**config.mk**
```make
export PLATFORM = sky130hd
export DESIGN_NAME = gb_dvi_scaler
export DESIGN_NICKNAME = d
export VERILOG_FILES = /design/src/rtl/gb_dvi_scaler.sv
export SDC_FILE = /design/constraint.sdc
export NUM_CORES = 1
export LEC_CHECK = 0
export CORE_MARGIN = 2
export CORE_UTILIZATION = 40
export CTS_CLUSTER_SIZE = 12
export DETAILED_ROUTE_END_ITERATION = 8
export HOLD_SLACK_MARGIN = 0.03
export REMOVE_ABC_BUFFERS = 1
export SLEW_MARGIN = 40
export SYNTH_ARGS = -nofsm -noshare
export SYNTH_HDL_FRONTEND = slang
export SYNTH_SLANG_ARGS = --single-unit
```
**constraint.sdc**
```tcl
create_clock -name i_clock -period 12.05 [get_ports i_clock]
set_input_delay 1.205 -clock i_clock [delete_from_list [all_inputs] [get_ports i_clock]]
set_output_delay 1.205 -clock i_clock [all_outputs]
set_load 0.01 [all_outputs]
```
**src/rtl/gb_dvi_scaler.sv**
```systemverilog
// gb_dvi_scaler: raster timing, integer-scaled 2bpp framebuffer fetch and palette mapping to 24-bit RGB.
module gb_dvi_scaler #(
  parameter int H_ACTIVE = 640,
  parameter int H_FP     = 16,
  parameter int H_SYNC   = 96,
  parameter int H_BP     = 48,
  parameter int V_ACTIVE = 480,
  parameter int V_FP     = 10,
  parameter int V_SYNC   = 2,
  parameter int V_BP     = 33,
  parameter int SRC_W    = 160,
  parameter int SRC_H    = 144,
  parameter int SCALE    = 3,
  parameter int X_OFF    = 80,
  parameter int Y_OFF    = 24,
  parameter int SYNC_POL = 0,
  parameter int FB_AW    = 15
) (
  input  logic             i_clock,
  input  logic             i_reset,
  input  logic             i_enable,
  input  logic [1:0]       i_palette_sel,
  input  logic [95:0]      i_pal_custom,
  input  logic [23:0]      i_border_rgb,
  output logic [FB_AW-1:0] o_fb_addr,
  output logic             o_fb_rd,
  input  logic [1:0]       i_fb_data,
  output logic [23:0]      o_color,
  output logic             o_hsync,
  output logic             o_vsync,
  output logic             o_blank_b,
  output logic             o_frame_start
);
  localparam int H_TOT = H_ACTIVE + H_FP + H_SYNC + H_BP;
  localparam int V_TOT = V_ACTIVE + V_FP + V_SYNC + V_BP;
  localparam int HW = $clog2(H_TOT);
  localparam int VW = $clog2(V_TOT);
  localparam int SW = SCALE > 1 ? $clog2(SCALE) : 1;
  localparam logic [HW-1:0] H_L = HW'(H_TOT - 1);
  localparam logic [HW-1:0] H_A = HW'(H_ACTIVE);
  localparam logic [HW-1:0] HS0 = HW'(H_ACTIVE + H_FP);
  localparam logic [HW-1:0] HS1 = HW'(H_ACTIVE + H_FP + H_SYNC);
  localparam logic [HW-1:0] X0 = HW'(X_OFF);
  localparam logic [HW-1:0] X1 = HW'(X_OFF + SRC_W * SCALE);
  localparam logic [VW-1:0] V_L = VW'(V_TOT - 1);
  localparam logic [VW-1:0] V_A = VW'(V_ACTIVE);
  localparam logic [VW-1:0] VS0 = VW'(V_ACTIVE + V_FP);
  localparam logic [VW-1:0] VS1 = VW'(V_ACTIVE + V_FP + V_SYNC);
  localparam logic [VW-1:0] Y0 = VW'(Y_OFF);
  localparam logic [VW-1:0] Y1 = VW'(Y_OFF + SRC_H * SCALE);
  localparam logic [SW-1:0] S_L = SW'(SCALE - 1);
  localparam logic [FB_AW-1:0] LINE = FB_AW'(SRC_W);
  localparam logic IDLE = SYNC_POL == 0;

  logic [HW-1:0]    r_h;
  logic [VW-1:0]    r_v;
  logic [SW-1:0]    r_sx, r_sy;
  logic [FB_AW-1:0] r_col, r_base;
  logic [1:0]       r_pal_sel;
  logic [95:0]      r_pal_cust;
  logic [4:0]       r_s1, r_s2;
  logic             w_hend, w_hwin, w_vwin, w_fs;
  logic [4:0]       w_s0;
  logic [7:0]       w_lvl;
  logic [23:0]      w_green, w_pal;

  assign w_hend = r_h == H_L;
  assign w_hwin = r_h >= X0 && r_h < X1;
  assign w_vwin = r_v >= Y0 && r_v < Y1;
  assign w_fs   = r_h == '0 && r_v == '0;
  // Timing flags travel with the fetch: {frame_start, vsync, hsync, active, window}
  assign w_s0 = {w_fs, r_v >= VS0 && r_v < VS1, r_h >= HS0 && r_h < HS1,
                 r_h < H_A && r_v < V_A, w_hwin && w_vwin};

  // Grey levels are index*0x55, which is the 2-bit index replicated four times
  always_comb begin
    w_lvl   = {4{i_fb_data}};
    w_green = i_fb_data == 2'd0 ? 24'h9BBC0F :
              i_fb_data == 2'd1 ? 24'h8BAC0F :
              i_fb_data == 2'd2 ? 24'h306230 : 24'h0F380F;
    w_pal   = r_pal_sel == 2'd0 ? {3{~w_lvl}} :
              r_pal_sel == 2'd1 ? w_green :
              r_pal_sel == 2'd2 ? {3{w_lvl}} : r_pal_cust[24*i_fb_data +: 24];
  end

  always_ff @(posedge i_clock) begin
    if (i_reset || !i_enable) begin
      r_h           <= '0;
      r_v           <= '0;
      r_sx          <= '0;
      r_sy          <= '0;
      r_col         <= '0;
      r_base        <= '0;
      r_s1          <= '0;
      r_s2          <= '0;
      o_fb_addr     <= '0;
      o_fb_rd       <= 1'b0;
      o_color       <= '0;
      o_blank_b     <= 1'b0;
      o_hsync       <= IDLE;
      o_vsync       <= IDLE;
      o_frame_start <= 1'b0;
      if (i_reset) begin
        r_pal_sel  <= '0;
        r_pal_cust <= '0;
      end
    end else begin
      r_h   <= w_hend ? '0 : r_h + 1'b1;
      r_sx  <= !w_hwin || r_sx == S_L ? '0 : r_sx + 1'b1;
      r_col <= !w_hwin ? '0 : r_sx == S_L ? r_col + 1'b1 : r_col;
      if (w_hend) begin
        r_v    <= r_v == V_L ? '0 : r_v + 1'b1;
        r_sy   <= !w_vwin || r_sy == S_L ? '0 : r_sy + 1'b1;
        r_base <= !w_vwin ? '0 : r_sy == S_L ? r_base + LINE : r_base;
      end
      if (w_fs) begin
        r_pal_sel  <= i_palette_sel;
        r_pal_cust <= i_pal_custom;
      end
      o_fb_addr     <= r_base + r_col;
      o_fb_rd       <= w_s0[0];
      r_s1          <= w_s0;
      r_s2          <= r_s1;
      o_color       <= !r_s2[1] ? '0 : !r_s2[0] ? i_border_rgb : w_pal;
      o_blank_b     <= r_s2[1];
      o_hsync       <= r_s2[2] ^ IDLE;
      o_vsync       <= r_s2[3] ^ IDLE;
      o_frame_start <= r_s2[4];
    end
  end
endmodule

```
==> impl_metrics.json <==
{
  "p_int_mw": 1.079,
  "setup_viol": 0,
  "synth-edff-count": 98,
  "synthMuxAreaShare": 0.06450,
  "cp_top_family": "simple AND/OR/NAND/NOR gates",
  "fin_tns_setup_ns": 0,
  "synth.top_cell.area_share": 0.3327,
  "ant_nets": 0,
  "cts.sinks": 200,
  "avgSynthCellArea_um2": 11.28,
  "yosys.area_share.simple": 0.1893,
  "finalNonFillerCells": 1227,
  "numCtsBuffers": 17,
  "worst_slew_pin_slew_ns": 0.7267,
  "cts_setup_buffers": 0,
  "path_buf_inv": 2,
  "synth_most_common_cell": "and2_1",
  "drtIter0Drc": 299,
  "worst_ep_arrival_time_ns": 4.24,
  "grt_antenna_before_repair": 0,
  "seq_area_frac_synth": 0.5635,
  "ios": 171,
  "ctsLongestPathBuffers": 2,
  "wl_per_cell_um": 16.65,
  "finalCritPeriodShare": 0.3470,
  "synth_top_family_by_area": "simple AND/OR/NAND/NOR gates",
  "synth-seq-cells": 200,
  "finalNetCount": 1084,
  "synthAdderAreaFrac": 0.03253,
  "rsz0062_at_grt": "false",
  "synthArstFlopShare": 0,
  "max_freq_mhz": 239.1,
  "maxSlewHeadroom": 0.5156,
  "finish.utilization": 0.5196,
  "dp_hpwl_mm": 14.36,
  "worstPathRequired_ns": 12.11,
  "gp_congestion": 0.7829,
  "cts_tree": "yes",
  "fin_skew_ns": 0.01902,
  "synth_compound_area_frac": 0.07723,
  "cts_resized": 0,
  "crit_fanout": 54,
  "holdBufCountCts": 0,
  "combPwrFrac": 0.080,
  "area_growth_pct": 27.79,
  "drcViolationCount": 0,
  "grt_pass1_wl_mm": 31.82,
  "root_buffer": "clkbuf_16",
  "core_area_um2": 21760,
  "hold_violations": 0,
  "power_frac_clock": 0.384,
  "path_class": "input port to register",
  "first_global_vias": 5906,
  "h-tree-depth": 4,
  "slew_violations": 0,
  "end_kind": "register",
  "syn_area_um2": 8846,
  "switching_power_mw": 0.3210,
  "max_cap_viol_count": 0,
  "insertion_delay_ns": 0.44,
  "post_route_cells_drive_above_1_share": 0.07709,
  "num_rows": 54,
  "critPathLaunchType": "input port",
  "die_w_um": 152.7,
  "min_period_ns": 4.182,
  "grt_max_degree": 87,
  "crit_chain": "clkdlybuf4s50_1, nand2b_2, or4_1, nor4_1, or2_4, buf_4",
  "firstDrtPassIters": 4,
  "cpMaxStageDelayCell": "buf_4",
  "antenna_cells": 0,
  "pwr-share-seq": 0.535,
  "path_clk_slew_ns": 0.08,
  "synthTopCellsByCount": "and2_1 (109), dfxtp_1 (102), edfxtp_1 (98)",
  "synth_area_leaders": "edfxtp_1 (33%), dfxtp_1 (23%), and2_1 (7.7%)",
  "die_h_um": 152.7,
  "synthFlopType": "dfxtp_1",
  "status": "complete, no violations",
  "irDropWorstVdd_mv": 0.09071,
  "die_area_um2": 23320,
  "gr-total-overflow": 0,
  "synth_cell_types": 56,
  "max_stage_delay_ns": 0.66,
  "syn_inst": 784,
  "p_per_area_nw_per_um2": 123.8,
  "vias": 6167,
  "p_sw_frac": 0.2293,
  "yosys_warnings": 0,
  "vias_per_cell": 5.026,
  "hold_class": "register to register",
  "placed_cells": 1195,
  "grt.total_usage": 0.1742,
  "portBuffers": 170,
  "totalWireLength_mm": 20.43,
  "start_util": 0.4066,
  "synth_top_cell_by_area": "edfxtp_1",
  "synth_xor_area_frac": 0.04455,
  "p_leak_nw": 4.135
}
==> sequential cells by signal (all words and copies together) (netlist names), 2 cells and up <==
| register | cells |
|---|---|
| o_color | 24 |
| r_pal_cust | 96 |
| r_h | 10 |
| r_s1 | 5 |
| r_pal_sel | 2 |
| r_base | 10 |
| r_col | 15 |
| r_sx | 2 |
| r_v | 10 |
| o_fb_addr | 15 |
| r_sy | 2 |
| r_s2 | 5 |
==> power groups by stage <==
| stage | Sequential (mW) | Combinational (mW) | Clock [mW] |
|---|---|---|---|
| 6_report | 0.749 | 0.112 | 0.538 |
| 5_1_grt | 0.752 | 0.122 | 0.578 |
| 4_1_cts | 0.750 | 0.114 | 0.553 |
| 3_5_place_dp | 0.765 | 0.113 | 0 |
| 3_3_place_gp | 0.764 | 0.114 | 0 |
| 2_1_floorplan | 0.764 | 0.0479 | 0 |
==> area by class of cell <==
class / count / area [um2]
fillers: 1939 / 10450
flip-flops and latches: 200 / 4986
multi-input cells: 523 / 3633
repair buffers: 174 / 1724
clock buffers: 19 / 434.2
well taps: 280 / 350.3
clock inverters: 13 / 108.9
inverters: 18 / 67.56
==> metrics by stage <==
step	hold WS, ns	setup slack, ns	total power [mW]	cell area [um2]
after floorplan	0.3434	6.704	0.8119	8666
after global placement	0.3474	7.156	0.8781	10750
after detailed placement	0.3554	7.374	0.8787	10760
after CTS	0.3803	7.844	1.417	11300
after global routing	0.3931	7.687	1.452	11300
final	0.3802	7.868	1.400	11300
==> cells by family (layout without fill, tap and decap cells) <==
logic type                 count (synthesis)  after routing
muxes                                     28             28
other                                      1              1
xor gates and xnor gates                  45             45
AOI/OAI and AO/OA                        117            117
and+or+nand+nor                          309            309
DFF                                      200            200
buffers and inverters                     61            224
adders and majority gates                 23             23
==> layout by cell type (no fill, tap or decap), drive strengths merged, types with 4 or more instances in the layout <==
master / instances
buf: 6
nand4: 12
nor4b: 4
o21ai: 39
xor2: 25
mux4: 23
dfxtp: 102
a21oi: 49
inv: 28
and2: 110
xnor2: 20
clkbuf: 19
and4: 5
nand2b: 4
clkdlybuf4s50: 168
and3: 11
nand2: 46
ha: 23
edfxtp: 98
nor2: 67
nor4: 7
nand3: 16
nor3: 14
==> metal layers <==
| layer | wire length [um] | up-vias | share of wire | global-route usage |
|---|---|---|---|---|
| li1 | - | 3073 | - | - |
| met1 | 9367 | 2920 | 0.46 | 0.2353 |
| met2 | 9817 | 161 | 0.48 | 0.2872 |
| met3 | 1070 | 13 | 0.052 | 0.03697 |
| met4 | 174 | 0 | 0.0085 | 0.04409 |
| met5 | 0 | - | 0 | 0 |
==> path summary, 6_finish.rpt <==
kind                                    startpoint                      endpoint  slack [ns]  depth (start not counted)
worst max-delay path                       i_reset  r_pal_cust[84]$_SDFFCE_PP0P_        7.87                          6
worst min register to register  r_s2[3]$_SDFF_PP0_            o_vsync$_SDFF_PP1_        0.38                          1
worst max register to register   r_h[0]$_SDFF_PP0_  r_pal_cust[84]$_SDFFCE_PP0P_        9.08                          7
worst min-delay path            r_s2[3]$_SDFF_PP0_            o_vsync$_SDFF_PP1_        0.38                          1
Power figures use the tool's default switching activity.
